==> config.mk <==
export PLATFORM = sky130hd
export DESIGN_NAME = fixed_divider_seq
export DESIGN_NICKNAME = d
export VERILOG_FILES = /design/src/rtl/fixed_divider_seq.sv
export SDC_FILE = /design/constraint.sdc
export NUM_CORES = 1
export LEC_CHECK = 0
export ABC_AREA = 1
export CAP_MARGIN = 20
export CORE_MARGIN = 8
export CORE_UTILIZATION = 50
export DETAILED_ROUTE_END_ITERATION = 10
export PLACE_DENSITY = 0.7
export SKIP_CTS_REPAIR_TIMING = 1
export SLEW_MARGIN = 15
export SYNTH_ARGS = -nofsm -noshare
export SYNTH_HDL_FRONTEND = slang
export SYNTH_SLANG_ARGS = --single-unit
export TNS_END_PERCENT = 30
==> constraint.sdc <==
create_clock -name clk -period 4 [get_ports clk]
set_input_delay 0.4 -clock clk [delete_from_list [all_inputs] [get_ports clk]]
set_output_delay 0.4 -clock clk [all_outputs]
set_load 0.01 [all_outputs]
==> src/rtl/fixed_divider_seq.sv <==
// Iterative signed Q16.16 divider: restoring shift-subtract, one quotient bit per clock.
// Optional macro FIXED_DIV_SAT_EN saturates div_res on overflow instead of wrapping.
`timescale 1ns/1ps
module fixed_divider_seq #(
    parameter int DATA_W = 32,
    parameter int FRAC_W = 16
) (
    input  logic              clk,
    input  logic              rst,
    input  logic              in_valid,
    output logic              in_ready,
    input  logic [DATA_W-1:0] a,
    input  logic [DATA_W-1:0] b,
    output logic              out_valid,
    input  logic              out_ready,
    output logic [DATA_W-1:0] div_res,
    output logic              div_by_zero,
    output logic              overflow
);
    localparam int QW = DATA_W + FRAC_W;
    localparam int CW = $clog2(QW);
    localparam logic [DATA_W-1:0] MAX_POS = {1'b0, {(DATA_W-1){1'b1}}};
    localparam logic [DATA_W-1:0] MIN_NEG = {1'b1, {(DATA_W-1){1'b0}}};
    localparam logic [QW-1:0]     MAG_LIM = {{FRAC_W{1'b0}}, MIN_NEG};

    typedef enum logic [1:0] {IDLE, CALC, FINISH, DONE} state_t;

    state_t              state_q, state_d;
    logic                sign_q, sign_d;
    logic                a_neg_q, a_neg_d;
    logic [DATA_W-1:0]   bmag_q, bmag_d;
    logic [QW-1:0]       num_q, num_d;
    logic [DATA_W:0]     rem_q, rem_d;
    logic [QW-1:0]       quo_q, quo_d;
    logic [CW-1:0]       cnt_q, cnt_d;
    logic [DATA_W-1:0]   res_q, res_d;
    logic                dbz_q, dbz_d;
    logic                ovf_q, ovf_d;

    logic [DATA_W-1:0]   a_abs, b_abs, res_wrap;
    logic [DATA_W+1:0]   rem_wide;
    logic                rem_ge, ovf_fin;

    always_comb begin
        state_d  = state_q;
        sign_d   = sign_q;
        a_neg_d  = a_neg_q;
        bmag_d   = bmag_q;
        num_d    = num_q;
        rem_d    = rem_q;
        quo_d    = quo_q;
        cnt_d    = cnt_q;
        res_d    = res_q;
        dbz_d    = dbz_q;
        ovf_d    = ovf_q;
        a_abs    = a[DATA_W-1] ? -a : a;
        b_abs    = b[DATA_W-1] ? -b : b;
        rem_wide = {rem_q, num_q[cnt_q]};
        rem_ge   = rem_wide >= {2'b00, bmag_q};
        res_wrap = DATA_W'(sign_q ? -quo_q : quo_q);
        ovf_fin  = sign_q ? (quo_q > MAG_LIM) : (quo_q >= MAG_LIM);

        case (state_q)
            IDLE: begin
                if (in_valid) begin
                    sign_d  = a[DATA_W-1] ^ b[DATA_W-1];
                    a_neg_d = a[DATA_W-1];
                    bmag_d  = b_abs;
                    num_d   = {a_abs, {FRAC_W{1'b0}}};
                    rem_d   = '0;
                    quo_d   = '0;
                    cnt_d   = CW'(QW - 1);
                    dbz_d   = (b == '0);
                    ovf_d   = 1'b0;
                    // Zero divisor still passes through FINISH so its result registers there.
                    state_d = (b == '0) ? FINISH : CALC;
                end
            end
            CALC: begin
                rem_d = (DATA_W+1)'(rem_ge ? rem_wide - {2'b00, bmag_q} : rem_wide);
                quo_d = {quo_q[QW-2:0], rem_ge};
                cnt_d = cnt_q - CW'(1);
                if (cnt_q == '0) state_d = FINISH;
            end
            FINISH: begin
                if (dbz_q) begin
                    res_d = a_neg_q ? MIN_NEG : MAX_POS;
                    ovf_d = 1'b0;
                end else begin
                    ovf_d = ovf_fin;
`ifdef FIXED_DIV_SAT_EN
                    res_d = ovf_fin ? (sign_q ? MIN_NEG : MAX_POS) : res_wrap;
`else
                    res_d = res_wrap;
`endif
                end
                state_d = DONE;
            end
            DONE: begin
                if (out_ready) begin
                    res_d   = '0;
                    dbz_d   = 1'b0;
                    ovf_d   = 1'b0;
                    state_d = IDLE;
                end
            end
            default: state_d = IDLE;
        endcase
    end

    always_ff @(posedge clk) begin
        if (rst) begin
            state_q <= IDLE;
            sign_q  <= 1'b0;
            a_neg_q <= 1'b0;
            bmag_q  <= '0;
            num_q   <= '0;
            rem_q   <= '0;
            quo_q   <= '0;
            cnt_q   <= '0;
            res_q   <= '0;
            dbz_q   <= 1'b0;
            ovf_q   <= 1'b0;
        end else begin
            state_q <= state_d;
            sign_q  <= sign_d;
            a_neg_q <= a_neg_d;
            bmag_q  <= bmag_d;
            num_q   <= num_d;
            rem_q   <= rem_d;
            quo_q   <= quo_d;
            cnt_q   <= cnt_d;
            res_q   <= res_d;
            dbz_q   <= dbz_d;
            ovf_q   <= ovf_d;
        end
    end

    assign in_ready    = (state_q == IDLE);
    assign out_valid   = (state_q == DONE);
    assign div_res     = res_q;
    assign div_by_zero = dbz_q;
    assign overflow    = ovf_q;
endmodule

==> results of run 1 <==
## metrics by stage
step | util, % | instance area (um2)
2_1_floorplan | - | 12940
3_3_place_gp | 54.96 | 14160
3_5_place_dp | 54.96 | 14160
4_1_cts | 57.29 | 14760
5_1_grt | 57.31 | 14770
6_report | 57.31 | 14770
## cell type report
| class | count | area [um2] | share of cell area [%] |
|---|---|---|---|
| clock buffer | 18 | 429.2 | 2.907 |
| clock inverter | 14 | 172.7 | 1.169 |
| inverter | 297 | 1119 | 7.576 |
| multi-input combinational | 1521 | 7667 | 51.93 |
| sequential | 189 | 3785 | 25.63 |
| tap | 335 | 419.2 | 2.839 |
| timing repair buffer | 119 | 1174 | 7.949 |
## worst max-delay path by stage
stage	end	slack, ns
after floorplan	rem_q[23]$_SDFFE_PP0P_	1.22
final	rem_q[20]$_SDFFE_PP0P_	0.32
after detailed placement	rem_q[32]$_SDFFE_PP0P_	0.25
after CTS	rem_q[32]$_SDFFE_PP0P_	0.25
after global placement	rem_q[20]$_SDFFE_PP0P_	0.41
after global routing	rem_q[20]$_SDFFE_PP0P_	0.02
## per-layer routing
metal,vias to the layer above,GRT usage [%],wire (um)
li1,6806,-,-
met1,5954,31.00,16980
met2,419,37.13,16340
met3,55,4.310,2732
met4,0,7.285,751
met5,-,0,0
## cells in the mapped netlist, types with 15 or more instances
cell	instances
clkbuf_1	62
o21ai_0	99
buf_2	21
a21oi_1	206
ha_1	41
inv_1	279
nor3_1	24
xor2_1	40
nand4_1	49
nand2_1	607
dfxtp_1	189
nand3_2	24
xnor2_1	24
nand3_1	120
nor2_1	172
o211ai_1	15
## sequential cells by signal, indices dropped and copies added (netlist names)
| register | flops |
|---|---|
| quo_q | 48 |
| overflow | 1 |
| bmag_q | 32 |
| a_neg_q | 1 |
| cnt_q | 6 |
| num_q | 32 |
| state_q | 2 |
| div_by_zero | 1 |
| rem_q | 33 |
| sign_q | 1 |
| div_res | 32 |
## power by group through the flow
stage                     registers [mW]  logic [mW]  clock network [mW]
after CTS                           2.30        2.81                1.77
after global placement              2.34        2.77                   0
after detailed placement            2.34        2.79                   0
final                               2.31        2.84                1.74
after floorplan                     2.26        2.10                   0
after global routing                2.34        3.17                1.84
## worst reg2reg max path: stages (launching register included)
cell and delay, ns:
dfxtp_1 0.62, clkinvlp_4 0.34, nor2_1 0.16, o21ai_0 0.09
nand3_1 0.08, nand3_1 0.07, nand2_1 0.07, nand2_1 0.05
nand2_1 0.05, nand2_1 0.07, ha_1 0.24, fa_1 0.45
inv_1 0.12, nand3_1 0.10, nand3_2 0.11, nand2_1 0.07
nand2_2 0.09, nand2_2 0.08, nand3_4 0.37, nand3_1 0.16
nand3_1 0.10, a21oi_1 0.06
## cell families after synthesis
| family | count (synthesis) | synth area share (%) |
|---|---|---|
| buffers and inverters | 389 | 11.66 |
| adder cells (fa/ha/maj) | 42 | 4.118 |
| XOR/XNOR | 64 | 4.330 |
| flip-flops | 189 | 29.23 |
| AO/OA/AOI/OAI | 371 | 15.55 |
| AND/OR/NAND/NOR | 1044 | 35.12 |
==> impl_metrics.json, run 1 <==
{
  "area_delta_synth_final_pct": 14.06,
  "cts.sinks": 189,
  "nets": 2255,
  "num_antenna_cells": 0,
  "routed_wl_mm": 36.81,
  "hp-start": "rst",
  "htreeDepth": 4,
  "hpwlAfterDp_mm": 26.77,
  "setup_viol": 0,
  "final_hold_viol_count": 0,
  "grt_use_total_pct": 23.17,
  "grt_max_degree": 99,
  "whs_ns": 0.4524,
  "drt_iter0_markers": 1058,
  "cts-root-buf": "clkbuf_16",
  "yosys.area.top_type": "dfxtp_1",
  "ys_top_cells_by_area": "dfxtp_1 29%, nand2_1 18%, inv_1 8.1%, a21oi_1 8.0%, nor2_1 5.0%",
  "stdcell_count": 2493,
  "synth_edf_count": 0,
  "drv_cap": 0,
  "globalRouteOverflowTotal": 0,
  "power_switching_mw": 3.029,
  "nFillCells": 2546,
  "avgSynthCellArea_um2": 6.167,
  "tightest_slew_ns": 1.071,
  "run_status": "finished, final reports clean",
  "yosys_warnings": 0,
  "yosysUniqueCellTypes": 47,
  "whs_endpoint": "num_q[47]$_SDFFE_PP0P_",
  "startpoint": "cnt_q[1]$_SDFFE_PP0P_",
  "rsz0062_at_grt": "no",
  "holdPathStages": 2,
  "pin_count": 104,
  "synthCells": 2099,
  "crit_type": "reg2reg",
  "cp_num_buf_inv": 2,
  "power_frac_seq_pct": 33.5,
  "core-area_mm2": 0.02576,
  "ir_drop_v": 0.0004027,
  "first_global_vias": 12270,
  "r2r_slack_ns": 0.32,
  "placedCellCount": 2461,
  "drcViolationCount": 0,
  "dieArea_mm2": 0.03130,
  "chipWidth_um": 176.9,
  "reg2reg_from": "cnt_q[1]$_SDFFE_PP0P_",
  "syn_area_mm2": 0.01294,
  "wl_per_cell_um": 14.76,
  "die_h_um": 176.9,
  "yosys.area.top_type_share_pct": 29.23,
  "setup_ws_ns": 0.3185,
  "ys_ff_latch": 189,
  "ys.flop_type": "dfxtp_1",
  "drv_slew": 0,
  "regToRegEndpoint": "rem_q[20]$_SDFFE_PP0P_",
  "max_stage_delay_ns": 0.62,
  "crit_chain": "clkinvlp_4 -> nor2_1 -> o21ai_0 -> nand3_1 -> nand3_1 -> nand2_1 -> nand2_1 -> nand2_1 -> nand2_1 -> ha_1 -> fa_1 -> inv_1 -> nand3_1 -> nand3_2 -> nand2_1 -> nand2_2 -> nand2_2 -> nand3_4 -> nand3_1 -> nand3_1 -> a21oi_1",
  "cp-end-kind": "flip-flop",
  "cp.required_ns": 4.30,
  "worstPathArrival_ns": 3.98,
  "start_kind": "flip-flop",
  "layout_commonest_cell": "nand2_1",
  "place_ws_ns": 0.2458,
  "fin_crit_sh_pct": 92.04,
  "syn-num-nets": 2209,
  "cp_num_cells": 21,
  "power.clock.fraction_pct": 25.3,
  "timing.fmax_mhz": 271.6,
  "insertion_delay_ns": 0.44,
  "via_count": 13230,
  "worstPathMaxFanout": 35,
  "clock_skew_ns": 0.01707,
  "start_util_pct": 50.25,
  "cts-buffers-inserted": 17,
  "vias_per_cell": 5.308,
  "hold_class": "in2reg",
  "rows": 59,
  "clockBufferDepth": 2,
  "worstRegToRegCells": 21,
  "tns_ns": 0,
  "grt_antenna_before_repair": 0,
  "portBuffers": 103,
  "cts_tree": "yes",
  "final_cell_mix": "607 x nand2_1, 278 x inv_1, 204 x a21oi_1, 188 x dfxtp_1, 171 x nor2_1",
  "gp_congestion": 0.9489,
  "p_total_mw": 6.894,
  "leakage_nw": 6.773,
  "relSlewSlack_pct": 28.54,
  "drive_above_1_share_pct": 6.348,
  "synth.yosys.seq_area_share_pct": 29.23,
  "ys_async_sr_fraction_pct": 0,
  "grt_pass1_wl_mm": 60.36,
  "slowest_stage": "dfxtp_1",
  "switching_share_pct": 43.94,
  "ant_nets": 0,
  "clk_pin_slew_ns": 0.08,
  "period_minus_slack_ns": 3.681,
  "firstDrtPassIters": 5,
  "comb_power_share_pct": 41.3,
  "p_int_mw": 3.864,
  "critPathTopFamily": "simple AND/OR/NAND/NOR gates",
  "power_density_mw_per_mm2": 466.9
}
Note: power is estimated with default switching activity, not from simulation.
==> inputs of run 2 (changes only) <==
--- a/config.mk
+++ b/config.mk
@@ -10,7 +10,9 @@
 export CORE_MARGIN = 8
 export CORE_UTILIZATION = 50
 export DETAILED_ROUTE_END_ITERATION = 10
+export GPL_ROUTABILITY_DRIVEN = 0
 export PLACE_DENSITY = 0.7
+export RECOVER_POWER = 25
 export SKIP_CTS_REPAIR_TIMING = 1
 export SLEW_MARGIN = 15
 export SYNTH_ARGS = -nofsm -noshare
==> impl_metrics.json, run 2 (synthesis gave the netlist of run 1 again) <==
{
  "fin_crit_sh_pct": 90.52,
  "via_count": 13350,
  "ant_nets": 0,
  "dieArea_mm2": 0.03130,
  "top_register": "quo_q",
  "num_antenna_cells": 0,
  "insertion_delay_ns": 0.44,
  "start_util_pct": 50.25,
  "die_h_um": 176.9,
  "ir_drop_v": 0.0003326,
  "final_cell_mix": "607 x nand2_1, 278 x inv_1, 205 x a21oi_1, 188 x dfxtp_1, 171 x nor2_1",
  "worstPathMaxFanout": 35,
  "cts-root-buf": "clkbuf_16",
  "cts.sinks": 189,
  "portBuffers": 103,
  "layout_commonest_cell": "nand2_1",
  "chipWidth_um": 176.9,
  "p_total_mw": 6.877,
  "period_minus_slack_ns": 3.621,
  "clockBufferDepth": 2,
  "postLayoutCoreUtil_pct": 57.27,
  "timing.fmax_mhz": 276.2,
  "routed_wl_mm": 36.32,
  "rows": 59,
  "vias_per_cell": 5.351,
  "largest_reg_flops": 48,
  "pin_count": 104,
  "drt_iter0_markers": 1075,
  "wl_per_cell_um": 14.56,
  "clock_skew_ns": 0.01412,
  "core-area_mm2": 0.02576,
  "holdPathStages": 2,
  "drv_cap": 1,
  "largestRegisters": "quo_q: 48 flops, rem_q: 33 flops",
  "r2r_slack_ns": 0.38,
  "drive_above_1_share_pct": 6.207,
  "hold_class": "reg2reg",
  "grt_max_degree": 66,
  "grt_use_total_pct": 22.95,
  "power_density_mw_per_mm2": 466.1,
  "stdcell_count": 2494,
  "drv_slew": 35,
  "rsz0062_at_grt": "no",
  "nFillCells": 2533,
  "cts-buffers-inserted": 17,
  "tightest_slew_ns": 1.709,
  "first_global_vias": 12610,
  "worstPathArrival_ns": 4.00,
  "cts_tree": "yes",
  "crit_type": "reg2reg",
  "nets": 2256,
  "setup_viol": 0,
  "firstDrtPassIters": 5,
  "cp-end-kind": "flip-flop",
  "htreeDepth": 4,
  "worstRegToRegCells": 22,
  "design_area_mm2": 0.01476,
  "place_area_mm2": 0.01415,
  "hpwlAfterDp_mm": 26.50,
  "start_kind": "flip-flop",
  "final_hold_viol_count": 0,
  "clk_pin_slew_ns": 0.09,
  "grt_antenna_before_repair": 0,
  "placedCellCount": 2462,
  "drcViolationCount": 0,
  "run_status": "finished with violations",
  "cp.required_ns": 4.38,
  "tns_ns": 0,
  "multi_input_area_mm2": 0.007655,
  "grt_pass1_wl_mm": 60.10,
  "failed_checks": "capacitance limit, slew limit",
  "globalRouteOverflowTotal": 0,
  "leakage_nw": 6.899,
  "area_delta_synth_final_pct": 13.99,
  "seq_area_mm2": 0.003785,
  "relSlewSlack_pct": -13.91
}
==> run 2: cell types whose count changed in the layout (fill, tap and decap cells not counted), moves of 2 or more <==
cell,delta
clkbuf_8,+2
clkinvlp_4,-3
clkdlybuf4s50_1,-33
dlygate4sd3_1,+33
==> run 2: path summary, 6_finish.rpt <==
kind                                                  to                     start
worst max register to register    rem_q[32]$_SDFFE_PP0P_     cnt_q[1]$_SDFFE_PP0P_
worst min register to register  div_res[16]$_SDFFE_PP0P_  div_res[16]$_SDFFE_PP0P_
worst max-delay path              rem_q[32]$_SDFFE_PP0P_     cnt_q[1]$_SDFFE_PP0P_
worst min-delay path            div_res[16]$_SDFFE_PP0P_  div_res[16]$_SDFFE_PP0P_
==> run 2: power by group <==
part	switching [mW]	total [mW]	internal [mW]
clock	0.870	1.75	0.882
combinational	1.95	2.83	0.877
sequential	0.176	2.30	2.12
total	2.99	6.88	3.88
==> run 2: critical path, cell delays in order (launching register included) <==
cell and delay (ns):
dfxtp_1 0.58, clkinv_1 0.38, nor2_1 0.17, o21ai_0 0.09, nand3_1 0.09, nand3_1 0.06, nand2_1 0.07, nand2_1 0.05
nand2_1 0.06, nand2_1 0.07, ha_1 0.22, fa_1 0.44, inv_1 0.11, nand3_1 0.09, nand3_2 0.11, nand2_1 0.07
nand2_2 0.08, nand2_2 0.07, nand3_4 0.36, nand3_1 0.16, nand3_1 0.10, nand2_1 0.06, inv_1 0.08
==> run 2: per-layer routing <==
metal	global-route usage, %	up-vias	part of all wire (%)
li1	-	6807	-
met4	6.375	0	1.8
met5	0	-	0
met1	31.06	6070	47
met3	3.734	47	5.9
met2	37.16	422	45
==> run 2: layout make-up <==
type / count / share of cell area (%)
multi-input cells: 1521 / 51.88
flip-flops and latches: 189 / 25.65
repair buffers: 120 / 7.895
inverters: 297 / 7.555
clock buffers: 19 / 3.070
well taps: 335 / 2.841
clock inverters: 13 / 1.111
==> run 2: through the flow <==
step           worst slack, ns  hold slack, ns
6_report                0.3791          0.4636
5_1_grt                0.05938          0.4891
4_1_cts                 0.3338          0.4692
3_5_place_dp            0.3636          0.4558
3_3_place_gp            0.4417          0.4510
2_1_floorplan            1.215          0.4402
